<file path="config.mk">
export PLATFORM = sky130hd
export DESIGN_NAME = lc3_mem_arbiter_flat
export DESIGN_NICKNAME = d
export VERILOG_FILES = /design/src/rtl/lc3_mem_arbiter_if.sv /design/src/rtl/lc3_mem_arbiter.sv /design/src/flat_wrapper.sv
export SDC_FILE = /design/constraint.sdc
export NUM_CORES = 1
export LEC_CHECK = 0
export ABC_CLOCK_PERIOD_IN_PS = 2100
export CAP_MARGIN = 15
export CORE_UTILIZATION = 35
export CTS_BUF_LIST = sky130_fd_sc_hd__clkbuf_2
export CTS_CLUSTER_SIZE = 14
export DETAILED_ROUTE_END_ITERATION = 16
export PLACE_DENSITY = 0.7
export SYNTH_ARGS = -nofsm -noshare
export SYNTH_HDL_FRONTEND = slang
export SYNTH_SLANG_ARGS = --single-unit
</file>
<file path="constraint.sdc">
create_clock -name clock -period 2.1 [get_ports clock]
set_input_delay 0.315 -clock clock [delete_from_list [all_inputs] [get_ports clock]]
set_output_delay 0.315 -clock clock [all_outputs]
set_load 0.01 [all_outputs]
</file>
<file path="src/rtl/lc3_mem_arbiter_if.sv">
// Bus bundle between the LC-3 fetch/data requesters, the memory arbiter and the
// external single-port memory.
interface lc3_mem_arbiter_if;
  logic        f_req;
  logic [15:0] f_addr;
  logic [15:0] f_data;
  logic        f_valid;
  logic        f_stall;
  logic        m_req;
  logic        m_we;
  logic [15:0] m_addr;
  logic [15:0] m_wdata;
  logic [15:0] m_data;
  logic        m_valid;
  logic        m_stall;
  logic        rd;
  logic        we;
  logic [15:0] addr;
  logic [15:0] din;
  logic [15:0] dout;
  logic        complete;
  logic        err;

  // Arbiter side.
  modport slave (
    input  f_req, f_addr, m_req, m_we, m_addr, m_wdata, dout, complete,
    output f_data, f_valid, f_stall, m_data, m_valid, m_stall, rd, we, addr, din, err
  );

  // Requesters and memory side.
  modport master (
    output f_req, f_addr, m_req, m_we, m_addr, m_wdata, dout, complete,
    input  f_data, f_valid, f_stall, m_data, m_valid, m_stall, rd, we, addr, din, err
  );
endinterface

</file>
<file path="src/rtl/lc3_mem_arbiter.sv">
// Shares one memory port between instruction fetch and load/store, one transaction
// at a time, with fetch anti-starvation and a bounded wait for memory completion.
module lc3_mem_arbiter #(
  parameter int unsigned STARVE_LIMIT = 4,
  parameter int unsigned TIMEOUT      = 255
) (
  input logic              clock,
  input logic              reset,
  lc3_mem_arbiter_if.slave bus
);

  typedef enum logic [1:0] {StIdle, StBusy, StDone} state_e;

  state_e      state_q, state_d;
  logic        owner_q, owner_d;  // 1 = data requester owns the port
  logic        rd_q, rd_d;
  logic        we_q, we_d;
  logic        err_q, err_d;
  logic [15:0] addr_q, addr_d;
  logic [15:0] din_q, din_d;
  logic [15:0] f_data_q, f_data_d;
  logic [15:0] m_data_q, m_data_d;
  logic [3:0]  starve_q, starve_d;
  logic [7:0]  wait_q, wait_d;

  logic starving, grant_m, grant_f, grant, timeout_hit;
  logic f_valid, m_valid;

  always_comb begin
    starving    = bus.f_req && (starve_q == 4'(STARVE_LIMIT));
    grant_m     = bus.m_req && !starving;
    grant_f     = bus.f_req && !grant_m;
    grant       = grant_m || grant_f;
    timeout_hit = (wait_q == 8'(TIMEOUT - 1));
  end

  always_ff @(posedge clock or negedge reset) begin
    if (!reset) begin
      state_q <= StIdle;
    end else begin
      state_q <= state_d;
    end
  end

  always_comb begin
    state_d = state_q;
    unique case (state_q)
      StIdle:  if (grant) state_d = StBusy;
      StBusy:  if (bus.complete || timeout_hit) state_d = StDone;
      StDone:  state_d = StIdle;
      default: state_d = StIdle;
    endcase
  end

  always_comb begin
    owner_d  = owner_q;
    rd_d     = rd_q;
    we_d     = we_q;
    err_d    = err_q;
    addr_d   = addr_q;
    din_d    = din_q;
    f_data_d = f_data_q;
    m_data_d = m_data_q;
    starve_d = starve_q;
    wait_d   = wait_q;
    unique case (state_q)
      StIdle: begin
        if (grant) begin
          owner_d = grant_m;
          rd_d    = grant_f || (grant_m && !bus.m_we);
          we_d    = grant_m && bus.m_we;
          addr_d  = grant_m ? bus.m_addr : bus.f_addr;
          din_d   = grant_m ? bus.m_wdata : 16'h0000;
          err_d   = 1'b0;
          wait_d  = 8'd0;
        end
        // Only data grants made while fetch is waiting count toward starvation.
        if (!bus.f_req || grant_f) begin
          starve_d = 4'd0;
        end else if (grant_m && !starving) begin
          starve_d = starve_q + 4'd1;
        end
      end
      StBusy: begin
        if (bus.complete) begin
          rd_d = 1'b0;
          we_d = 1'b0;
          if (!we_q) begin
            if (owner_q) m_data_d = bus.dout;
            else         f_data_d = bus.dout;
          end
        end else if (timeout_hit) begin
          rd_d  = 1'b0;
          we_d  = 1'b0;
          err_d = 1'b1;
          if (owner_q) m_data_d = 16'h0000;
          else         f_data_d = 16'h0000;
        end else begin
          wait_d = wait_q + 8'd1;
        end
      end
      StDone:  err_d = 1'b0;
      default: err_d = 1'b0;
    endcase
  end

  always_ff @(posedge clock or negedge reset) begin
    if (!reset) begin
      owner_q  <= 1'b0;
      rd_q     <= 1'b0;
      we_q     <= 1'b0;
      err_q    <= 1'b0;
      addr_q   <= 16'h0000;
      din_q    <= 16'h0000;
      f_data_q <= 16'h0000;
      m_data_q <= 16'h0000;
      starve_q <= 4'd0;
      wait_q   <= 8'd0;
    end else begin
      owner_q  <= owner_d;
      rd_q     <= rd_d;
      we_q     <= we_d;
      err_q    <= err_d;
      addr_q   <= addr_d;
      din_q    <= din_d;
      f_data_q <= f_data_d;
      m_data_q <= m_data_d;
      starve_q <= starve_d;
      wait_q   <= wait_d;
    end
  end

  always_comb begin
    f_valid     = (state_q == StDone) && !owner_q;
    m_valid     = (state_q == StDone) && owner_q;
    bus.f_valid = f_valid;
    bus.m_valid = m_valid;
    bus.f_stall = bus.f_req && !f_valid;
    bus.m_stall = bus.m_req && !m_valid;
    bus.f_data  = f_data_q;
    bus.m_data  = m_data_q;
    bus.rd      = rd_q;
    bus.we      = we_q;
    bus.addr    = addr_q;
    bus.din     = din_q;
    bus.err     = err_q;
  end

endmodule

</file>
<file path="src/flat_wrapper.sv">
// flat-port wrapper written by rule: the top's interface ports become plain ports
module lc3_mem_arbiter_flat 
#(
  parameter int unsigned STARVE_LIMIT = 4,
  parameter int unsigned TIMEOUT      = 255
)
  (clock, reset, bus_f_req, bus_f_addr, bus_m_req, bus_m_we, bus_m_addr, bus_m_wdata, bus_dout, bus_complete, bus_f_data, bus_f_valid, bus_f_stall, bus_m_data, bus_m_valid, bus_m_stall, bus_rd, bus_we, bus_addr, bus_din, bus_err);
  lc3_mem_arbiter_if bus_i ();
  input logic clock;
  input logic reset;
  input wire logic [$bits(bus_i.f_req)-1:0] bus_f_req;
  input wire logic [$bits(bus_i.f_addr)-1:0] bus_f_addr;
  input wire logic [$bits(bus_i.m_req)-1:0] bus_m_req;
  input wire logic [$bits(bus_i.m_we)-1:0] bus_m_we;
  input wire logic [$bits(bus_i.m_addr)-1:0] bus_m_addr;
  input wire logic [$bits(bus_i.m_wdata)-1:0] bus_m_wdata;
  input wire logic [$bits(bus_i.dout)-1:0] bus_dout;
  input wire logic [$bits(bus_i.complete)-1:0] bus_complete;
  output wire logic [$bits(bus_i.f_data)-1:0] bus_f_data;
  output wire logic [$bits(bus_i.f_valid)-1:0] bus_f_valid;
  output wire logic [$bits(bus_i.f_stall)-1:0] bus_f_stall;
  output wire logic [$bits(bus_i.m_data)-1:0] bus_m_data;
  output wire logic [$bits(bus_i.m_valid)-1:0] bus_m_valid;
  output wire logic [$bits(bus_i.m_stall)-1:0] bus_m_stall;
  output wire logic [$bits(bus_i.rd)-1:0] bus_rd;
  output wire logic [$bits(bus_i.we)-1:0] bus_we;
  output wire logic [$bits(bus_i.addr)-1:0] bus_addr;
  output wire logic [$bits(bus_i.din)-1:0] bus_din;
  output wire logic [$bits(bus_i.err)-1:0] bus_err;
  assign bus_i.f_req = bus_f_req;
  assign bus_i.f_addr = bus_f_addr;
  assign bus_i.m_req = bus_m_req;
  assign bus_i.m_we = bus_m_we;
  assign bus_i.m_addr = bus_m_addr;
  assign bus_i.m_wdata = bus_m_wdata;
  assign bus_i.dout = bus_dout;
  assign bus_i.complete = bus_complete;
  assign bus_f_data = bus_i.f_data;
  assign bus_f_valid = bus_i.f_valid;
  assign bus_f_stall = bus_i.f_stall;
  assign bus_m_data = bus_i.m_data;
  assign bus_m_valid = bus_i.m_valid;
  assign bus_m_stall = bus_i.m_stall;
  assign bus_rd = bus_i.rd;
  assign bus_we = bus_i.we;
  assign bus_addr = bus_i.addr;
  assign bus_din = bus_i.din;
  assign bus_err = bus_i.err;
  lc3_mem_arbiter #(.STARVE_LIMIT(STARVE_LIMIT), .TIMEOUT(TIMEOUT)) u_core (.clock(clock), .reset(reset), .bus(bus_i));
endmodule
</file>
* After elaboration in Yosys (flattened, before gate mapping)
Cells that the tools add are included.
W data, S select, Z words.
** Storage, ports and cells
- Bits in registers :: 82
- Input port bits :: 70
- Output and inout bits :: 71
** Operators by class
- Add/subtract/negate cells :: 2
- Equal/unequal tests :: 11
- Muxes and demuxes :: 31
- Bitwise operators :: 1
- Reduce and logical (&&, ||, !) cells :: 33
** Operator list (number)
- $mux W16 :: 12
- $mux W8 :: 3
- $pmux W8 S2 :: 1
- $reduce_and A4 Y1 :: 3
- $logic_and A1 B1 Y1 :: 10
- $add A8 B1 Y8 const B :: 1
- $eq A8 B8 Y1 const B :: 1
- $mux W4 :: 2
- $logic_not A1 Y1 :: 7
- $mux W1 :: 7
- $ne A2 B1 Y1 const B :: 3
- $ne A2 B2 Y1 const B :: 3
- $pmux W1 S2 :: 3
- $reduce_and A2 Y1 :: 3
- $reduce_and A3 Y1 :: 2
- $reduce_bool A2 Y1 :: 3
- $add A4 B1 Y4 const B :: 1
- $eq A4 B3 Y1 const B :: 1
- $logic_or A1 B1 Y1 :: 4
- $mux W2 :: 2
- $pmux W2 S2 :: 1
- $ne A3 B2 Y1 const B :: 1
- $eq A2 B1 Y1 const B :: 1
- $eq A2 B2 Y1 const B :: 1
- 2 further kinds :: 2

* Logic depth before layout (Yosys ltp)
- Depth after elaboration :: 9
- Mapped depth :: 7

* Least setup slack after synthesis
OpenSTA, ideal clock, no wires.
- Path type :: reg-to-reg
- Start point :: register u_core.wait_q[0]
- End point :: register u_core.f_data_q[10] (netlist: u_core.bus.f_data[10])
- Setup time :: 0.122 ns
- Arrival time :: 1.423 ns
- Slack :: 0.556 ns
- Stages on the path, launching flop included :: 8
- Buffers on the path :: 1
- Cell sequence :: dfrtp_1 > inv_1 > ha_1 > nand3_1 > nor3_4 > o21ai_2 > buf_2 > a32o_1
** On the way
- Cells in the longest elaborated chain, start to end :: 3
** Ends and longest elaborated chain
- from (decl) :: RTL line lc3_mem_arbiter.sv:24 : logic [7:0] wait_q, wait_d;
- from (signal assigned) :: RTL line lc3_mem_arbiter.sv:129 : wait_q <= wait_d;
- $eq A8 B8 Y1 :: RTL line lc3_mem_arbiter.sv:34 : timeout_hit = (wait_q == 8'(TIMEOUT - 1));
- $reduce_bool A2 Y1 (no line)
- $reduce_and A4 Y1 (no line)
- to (signal assigned) :: RTL line lc3_mem_arbiter.sv:126 : f_data_q <= f_data_d;
- to (decl) :: RTL line lc3_mem_arbiter.sv:21 : logic [15:0] f_data_q, f_data_d;
Every way passes these cells.
A chain may end at the register's enable or synchronous reset.

* Final worst setup path
- Start point :: register u_core.wait_q[0]
- End point :: register u_core.f_data_q[9] (netlist: u_core.bus.f_data[9])
Same word-level chain as after synthesis.

==> flow_summary.json <==
{
  "status": "complete, no violations",
  "syn_area_per_cell_sq_um": 12.1,
  "netSwitchingPower_uw": 2420,
  "yosysWarningCount": 0,
  "grt_max_degree": 51,
  "io_buffers": 140,
  "path_class": "flop to flop",
  "synthCells": 289,
  "first_iter_violations": 109,
  "setup_viol": 0,
  "total_power_uw": 6820,
  "cts-root-buf": "clkbuf_2",
  "gr-total-overflow": 0,
  "cp.arrival_ps": 2350,
  "startpoint_type": "flop",
  "num_rows": 36,
  "hpwl_mm": 6.19,
  "design.core.area_sq_um": 9730,
  "multiInputGateArea_sq_um": 1350,
  "synth_area_sq_um": 3500,
  "cp_max_fo": 16,
  "p_seq_share_pct": 39.5,
  "cts.path.max_buffers": 2,
  "crit_chain": "inv_1, ha_1, nand3_1, nor3_4, o21ai_2, a32o_1",
  "via_per_inst": 5.03,
  "ff2ff_path_depth": 6,
  "critPathTopFamily": "compound AO/OA/AOI/OAI gates",
  "postRouteWirelength_mm": 8.62,
  "drt-pass1-iter-count": 4,
  "combPwrFrac_pct": 48.0,
  "cts_tree": "done",
  "area_growth_pct": 51.3,
  "htreeDepth": 3,
  "grt_pass1_vias": 2817,
  "p_clk_share_pct": 12.5,
  "end_kind": "flop",
  "drc": 0,
  "peakVddDrop_v": 0.000603,
  "insertion_delay_ps": 520,
  "rsz0062_at_grt": "false",
  "pre_cts_slack_ps": 108,
  "rr_endpoint": "u_core.bus.f_data[9]",
  "fin_util_pct": 54.4,
  "ios": 141,
  "antenna_found_initial": 0,
  "ys_types": 40,
  "wl_per_cell_um": 15.0,
  "max-slew-margin-rel_pct": 50.4,
  "drive_above_1_share_pct": 11.3,
  "power_density_nw_per_um2": 1290,
  "diodes": 0,
  "r2r_slack_ps": 210,
  "die_w_um": 102,
  "die_h_um": 102,
  "slew_viol_final": 0,
  "ant_nets": 0,
  "finClkSkew_ps": 29.1,
  "nNetsFinal": 512,
  "layout_setup_ws_ps": 208,
  "slowest_stage": "o21ai_2",
  "worst-path-stages": 6,
  "layout.area.seq_sq_um": 2050,
  "fillers": 886,
  "maxCapViolCount": 0,
  "synth_seq_cells": 82,
  "tns_ps": 0,
  "fin_crit_sh_pct": 90.1,
  "synth_nets": 363,
  "p_int_uw": 4400,
  "worstMarginPinSlew_ps": 744,
  "cp.required_ps": 2560,
  "critPathBufInv": 1,
  "routed-via-count": 2895,
  "routabilityCongestion": 0.787,
  "period_needed_ps": 1890,
  "max_freq_ghz": 0.529,
  "numCtsBuffers": 9,
  "path_clk_slew_ps": 240,
  "switching_share_pct": 35.5,
  "grt_use_total_pct": 17.3,
  "hold_violations": 0,
  "p_leak_uw": 0.00229,
  "yosysSeqAreaShare_pct": 58.7,
  "max_stage_delay_ps": 610,
  "clock_sinks": 82,
  "grt_pass1_wl_mm": 13.8,
  "initial_utilization_pct": 35.9,
  "die-area_sq_um": 10400,
  "r2r_start": "u_core.wait_q[0]",
  "hold_class": "input pin to asynchronous set/reset pin"
}
-- worst reg2reg max path, cell delays in order, from the launching register on --
cell     delay [ps]
dfrtp_1         490
inv_1            70
ha_1            200
nand3_1         200
nor3_4           70
o21ai_2         610
a32o_1          210
-- cell type report --
class	count	area share, %
Clock buffer	9	0.851
Tap cell	133	3.15
Sequential cell	82	38.8
Inverter	7	0.497
Clock inverter	7	1.44
Multi-Input combinational cell	179	25.4
Timing Repair Buffer	159	29.8
-- cells in the final DEF (no fill, tap or decap), types with 2 or more instances in the layout --
master	n
a21o_1	3
a21oi_1	4
a22o_1	19
a32o_1	32
and2_1	2
buf_12	3
buf_4	16
clkbuf_2	9
clkdlybuf4s50_1	135
dfrtp_1	81
dlygate4sd2_1	4
ha_1	4
inv_1	5
inv_2	2
inv_6	3
mux2i_1	17
nand2_1	27
nand3_1	10
nor2_1	2
nor2b_1	5
nor3_1	3
nor3_4	2
nor3b_2	2
o21ai_0	5
o21ai_1	20
o21ai_2	3
o311ai_1	2
-- power by group through the flow --
| stage | Combinational (uW) | Sequential, uW | Clock [uW] |
|---|---|---|---|
| floorplan | 1260 | 2930 | 0 |
| finish | 3280 | 2690 | 852 |
| CTS | 3300 | 2690 | 896 |
| global placement | 3160 | 2730 | 0 |
| global route | 3560 | 2780 | 978 |
| detailed placement | 3230 | 2730 | 0 |
-- sequential cells by signal, summed over array words and instances (netlist names) --
| register | flops |
|---|---|
| u_core.bus.din | 16 |
| u_core.bus.err | 1 |
| u_core.bus.f_data | 16 |
| u_core.bus.addr | 16 |
| u_core.state_q | 2 |
| u_core.owner_q | 1 |
| u_core.bus.we | 1 |
| u_core.bus.m_data | 16 |
| u_core.wait_q | 8 |
| u_core.bus.rd | 1 |
| u_core.starve_q | 4 |
-- what timing repair did --
action	4_1_cts	5_1_grt
setup endpoints to repair	4	3
setup buffers	4	1
resized for setup	6	3
endpoints found under the hold margin	32	0
hold buffers	1	0
-- synth_stat cells --
cell type,n,area (sq um)
dfrtp_1,82,2050
a32o_1,32,320
nand2_1,27,101
o21ai_1,21,105
a22o_1,19,166
mux2i_1,17,170
buf_2,12,60.1
nand3_1,10,50.1
clkbuf_1,7,26.3
inv_1,6,22.5
nor2b_1,6,37.5
o21ai_0,5,25.0
a21oi_1,4,20.0
ha_1,4,50.1
nor3_1,4,20.0
a21o_1,3,22.5
o21ai_2,3,26.3
and2_1,2,12.5
buf_4,2,15.0
nor2_1,2,7.51
o311ai_1,2,17.5
a31oi_1,1,6.26
and2_4,1,8.76
and3_1,1,6.26
inv_2,1,3.75
nand2_2,1,6.26
nand4_1,1,6.26
nand4_4,1,21.3
nand4b_1,1,8.76
nor2_4,1,11.3
nor3_4,1,16.3
nor3b_1,1,7.51
nor3b_2,1,12.5
o21a_1,1,7.51
o22a_1,1,8.76
o22ai_1,1,6.26
o2bb2ai_1,1,8.76
o31a_1,1,8.76
or2_1,1,6.26
or3_1,1,6.26
-- how the worst max path moves through the flow --
| stage | from | to |
|---|---|---|
| 2_1_floorplan | u_core.wait_q[0] | u_core.bus.f_data[10] |
| 3_3_place_gp | bus_f_req | bus_f_stall |
| 4_1_cts | u_core.state_q[1] | bus_m_stall |
| 6_report | u_core.wait_q[0] | u_core.bus.f_data[9] |
| 3_5_place_dp | bus_f_req | u_core.bus.addr[14] |
| 5_1_grt | u_core.wait_q[0] | u_core.bus.m_data[12] |
-- metal layers --
metal  GRT usage, %  share of wire [%]  vias to the layer above  wire (um)
li1               -                  -                     1390          -
met1           22.6                 45                     1383       3900
met2           27.5                 46                      117       3970
met3           5.47                8.0                        5        686
met4           5.27               0.64                        0         55
met5              0                  0                        -          0
-- kinds of logic after synthesis --
family                   count (synthesis)  synth area share, %
adder cells (fa/ha/maj)                  4                 1.43
AO/OA/AOI/OAI                           95                 21.4
AND/OR/NAND/NOR                         63                 9.92
buffers and inverters                   28                 3.65
multiplexers                            17                 4.87
flip-flops                              82                 58.7
-- metrics by stage --
step	instances	instance area (sq um)	hold WS, ps
after floorplan	289	3500	19.4
after global placement	554	5110	283
after detailed placement	554	5110	285
after CTS	575	5270	178
after global routing	576	5290	196
final	576	5290	240
Power figures use the tool's default switching activity.
